<file path="config.mk">
export PLATFORM = sky130hd
export DESIGN_NAME = fetch_queue
export DESIGN_NICKNAME = d
export VERILOG_FILES = /design/src/rtl/fetch_queue_pkg.sv /design/src/rtl/fetch_queue.sv
export SDC_FILE = /design/constraint.sdc
export NUM_CORES = 1
export LEC_CHECK = 0
export BUFFER_PORTS_ARGS = -buffer_cell sky130_fd_sc_hd__buf_2
export CAP_MARGIN = 20
export CORE_ASPECT_RATIO = 1.4
export CORE_MARGIN = 10
export CORE_UTILIZATION = 33
export CTS_CLUSTER_SIZE = 8
export DETAILED_ROUTE_END_ITERATION = 6
export PLACE_DENSITY = 0.58
export SKIP_LAST_GASP = 1
export SLEW_MARGIN = 20
export SYNTH_ARGS = -nofsm -noshare
export SYNTH_HDL_FRONTEND = slang
export SYNTH_SLANG_ARGS = --single-unit
</file>
<file path="constraint.sdc">
create_clock -name clk -period 6.69 [get_ports clk]
set_input_delay 0.3345 -clock clk [delete_from_list [all_inputs] [get_ports clk]]
set_output_delay 0.3345 -clock clk [all_outputs]
set_load 0.01 [all_outputs]
</file>
<file path="src/rtl/fetch_queue_pkg.sv">
// Shared defines for the fetch/decode front end: default widths, queue depth and the NOP encoding.
package fetch_queue_pkg;

  localparam int unsigned DEF_XLEN = 32;
  localparam int unsigned DEF_ILEN = 32;
  localparam int unsigned FQ_DEPTH = 4;

  // addi x0, x0, 0 -- presented to decode whenever the queue is empty
  localparam logic [31:0] NOP_INSTR = 32'h0000_0013;

endpackage

</file>
<file path="src/rtl/fetch_queue.sv">
// Instruction buffer between IFU and decode: circular FIFO of {pc, instr} pairs, head exposed to decode.
module fetch_queue
  import fetch_queue_pkg::*;
#(
  parameter int unsigned DEPTH = FQ_DEPTH,
  parameter int unsigned XLEN  = DEF_XLEN,
  parameter int unsigned ILEN  = DEF_ILEN
) (
  input  logic                       clk,
  input  logic                       rst,
  input  logic                       ifu_valid,
  input  logic [XLEN-1:0]            ifu_pc,
  input  logic [ILEN-1:0]            ifu_instr,
  output logic                       fq_full,
  input  logic                       stall_fetch,
  input  logic                       flush_decode,
  output logic                       dec_valid,
  output logic [XLEN-1:0]            dec_pc,
  output logic [ILEN-1:0]            dec_instr,
  output logic [$clog2(DEPTH+1)-1:0] fq_count
);

  localparam int unsigned PW = $clog2(DEPTH);
  localparam int unsigned CW = $clog2(DEPTH + 1);
  localparam int unsigned EW = XLEN + ILEN;

  logic [EW-1:0] mem [DEPTH];
  logic [PW-1:0] wr_ptr;
  logic [PW-1:0] rd_ptr;
  logic [CW-1:0] count;
  logic [EW-1:0] head;
  logic          empty;
  logic          push;
  logic          pop;

  assign empty = (count == '0);

  // Full-and-pop still rejects the push so stall_fetch never reaches the IFU combinationally.
  assign push = ifu_valid && (count < CW'(DEPTH)) && !flush_decode;
  assign pop  = !empty && !stall_fetch && !flush_decode;

  // Queue state: flush and reset both return pointers and count to zero; mem is left stale.
  always_ff @(posedge clk) begin
    if (rst || flush_decode) begin
      wr_ptr <= '0;
      rd_ptr <= '0;
      count  <= '0;
    end else begin
      if (push) begin
        mem[wr_ptr] <= {ifu_pc, ifu_instr};
        wr_ptr      <= wr_ptr + PW'(1);
      end
      if (pop) begin
        rd_ptr <= rd_ptr + PW'(1);
      end
      case ({push, pop})
        2'b10:   count <= count + CW'(1);
        2'b01:   count <= count - CW'(1);
        default: count <= count;
      endcase
    end
  end

  assign head      = mem[rd_ptr];
  assign dec_valid = !empty;
  assign dec_pc    = empty ? '0 : head[EW-1:ILEN];
  assign dec_instr = empty ? ILEN'(NOP_INSTR) : head[ILEN-1:0];
  assign fq_full   = (count == CW'(DEPTH));
  assign fq_count  = count;

endmodule

</file>
==> flow_summary.yaml <==
critical_path:
  cp_num_buf_inv: 2
  cp.arrival_ps: 2950
  r2r-start: "fq_count[2]"
  critPathRequiredTime_ps: 6360
  r2r_end: "fq_count[2]"
  critPathSlowestCell: "dfxtp_4"
  worstPathMaxFanout: 34
  critPathLaunchType: "flip-flop"
  rrSetupSlack_ps: 4490
  cpLargestDelayFamily: "buffers and inverters"
  endpoint_kind: "primary output"
  cp_cell_sequence: "buf_4 -> mux4_2 -> and2_1 -> buf_2"
  path_class: "flip-flop to primary output"
  reg2reg_depth: 9
  cp_slowest_stage_delay_ps: 740
placement:
  place_area_um2: 11200
  dp_slack_ps: 3760
  hpwl_um: 12300
  numPortBuffers: 137
  gp_congestion: 0.723
timing:
  finClkSkew_ps: 13.2
  hold_viol: 0
  period_share: 0.491
  max_freq_mhz: 304
  slew_headroom: 0.302
  worstMarginPinSlew_ps: 1050
  setup_viol: 0
  fin_ws_ps: 3400
  grt_setup_unrepaired: "no"
  fin_setup_tns_ps: 0
  slew_violations: 0
  period_needed_ps: 3290
drt:
  met2WireLength_um: 11400
  wl_per_cell_um: 20.8
  firstDrtPassIters: 5
  vias: 4912
  drt_iter0_markers: 211
  drc: 0
  top_layer: "met5"
  viasPerCell: 4.83
  wl_met3_um: 1270
  drt_wl_total_um: 21200
  ant_nets: 0
  wl_met1_um: 7980
clock_tree:
  post_cts_buffers: 0
  holdBufCountCts: 0
  numCtsBuffers: 39
  clkTransAtPathRegs_ps: 60
  clkLatencyLatePin_ps: 510
  cts_tree: "done"
  htree_levels: 2
  post_cts_resize_count: 0
  clock_path_buffers: 3
  clock-sinks: 265
  root_buffer: "clkbuf_16"
floorplanning:
  die_h_um: 228
  dieArea_um2: 38500
  fp-row-count: 76
  die_w_um: 169
  io_pins: 138
  core_area_um2: 30600
  initial_core_util: 0.334
hold_path:
  min_to: "mem[3][0]"
  hold_path_depth: 1
  min_from: "ifu_instr[0]"
  min_path_type: "primary input to flip-flop"
cells_and_area:
  nNetsFinal: 692
  fill_cells: 2755
  layout-drive-gt1-share: 0.399
  seqCellArea_um2: 7880
  final_common_cell: "edfxtp_1"
  area_growth_pct: 20.4
  design_area_um2: 12300
  multi_input_area_um2: 2140
  final_cell_mix: "edfxtp_1 (256), buf_2 (137), and2_1 (61), mux4_2 (60), clkbuf_16 (41)"
pwr:
  cellPowerDensity_nw_per_um2: 299
  p_leak_uw: 0.00418
  ir_worst_vdd_mv: 0.201
yosys:
  synth_cell_types: 27
  synth_cells: 458
  yosysWarnings: 0
  syn_nets: 533
  ys_seq_area_frac: 0.770
  ys_ff_latch: 265
  synth_area_per_cell_um2: 22.3
  synth_area_um2: 10200
grt:
  grt_usage: 0.110
  grt_pass1_wl_um: 32900
  grt_max_degree: 65
  antenna_found_initial: 2
  gr-total-overflow: 0
  grt_pass1_vias: 5746
outcome:
  outcome: "complete, no violations"
flow_run:
  drv_cap: 0
[layout make-up]
type                       instances  area share
multi-input combinational        165       0.174
sequential                       265       0.640
tap                              390      0.0397
inverter                           7     0.00224
clock inverter                     1    0.000712
clock buffer                      49      0.0859
timing repair buffer             139      0.0570
antenna                            1    0.000204
[layer usage]
metal | GRT usage | vias up
met5 | 0 | -
met4 | 0.0398 | 2
met3 | 0.0322 | 38
met2 | 0.197 | 149
met1 | 0.118 | 2558
li1 | - | 2165
[sequential cells by signal, summed over array words and instances, names as in the netlist, named ones only]
signal	flops
fq_count	3
mem	256
rd_ptr	2
wr_ptr	2
[worst max-delay path by stage]
stage	cells past startpoint	from	to
global route	4	flip-flop	dec_pc[9]
global placement	4	flip-flop	dec_pc[0]
finish	4	flip-flop	dec_pc[1]
CTS	4	flip-flop	dec_pc[0]
floorplan	4	flush_decode	mem[0][0]
detailed placement	4	flip-flop	dec_instr[31]
[metrics by stage]
stage               hold slack (ps)  power [uW]  std cells  utilization
floorplan                       433        1930        458            -
global placement                461        1980        966        0.367
detailed placement              511        1990        966        0.367
CTS                            2.58        3730       1016        0.401
global route                   19.0        3800       1017        0.402
finish                         38.3        3670       1017        0.402
[synth_stat cells (all sizes together)]
cell type / instances / share of area
edfxtp: 256 / 0.75
and2: 65 / 0.040
mux4: 64 / 0.14
buf: 14 / 0.016
dfxtp: 9 / 0.018
clkbuf: 7 / 0.0027
inv: 7 / 0.0026
a21oi: 5 / 0.0024
ha: 5 / 0.0061
nor2: 5 / 0.0018
or2: 4 / 0.0025
o21ai: 3 / 0.0015
or3: 3 / 0.0018
nor3: 2 / 0.0015
nor3b: 2 / 0.0015
xor2: 2 / 0.0017
and3: 1 / 0.00061
fa: 1 / 0.0020
mux2i: 1 / 0.00098
nand2b: 1 / 0.00061
xnor2: 1 / 0.00086
[report_power, final]
| group | total [uW] | switching [uW] | leakage [uW] | internal [uW] |
|---|---|---|---|---|
| Sequential | 1850 | 5.51 | 0.00239 | 1840 |
| Combinational | 109 | 61.5 | 0.00127 | 47.4 |
| Clock | 1720 | 635 | 0.000519 | 1080 |
| Total | 3670 | 702 | 0.00418 | 2970 |
[kinds of logic after synthesis]
family,after synthesis,synth area share
adder cells (fa/ha/maj),6,0.00808
XOR/XNOR,3,0.00257
multiplexers,65,0.144
AO/OA/AOI/OAI,8,0.00392
AND/OR/NAND/NOR,83,0.0501
flip-flops,265,0.770
buffers and inverters,28,0.0216
No activity file was read; power rests on OpenSTA's default activity.
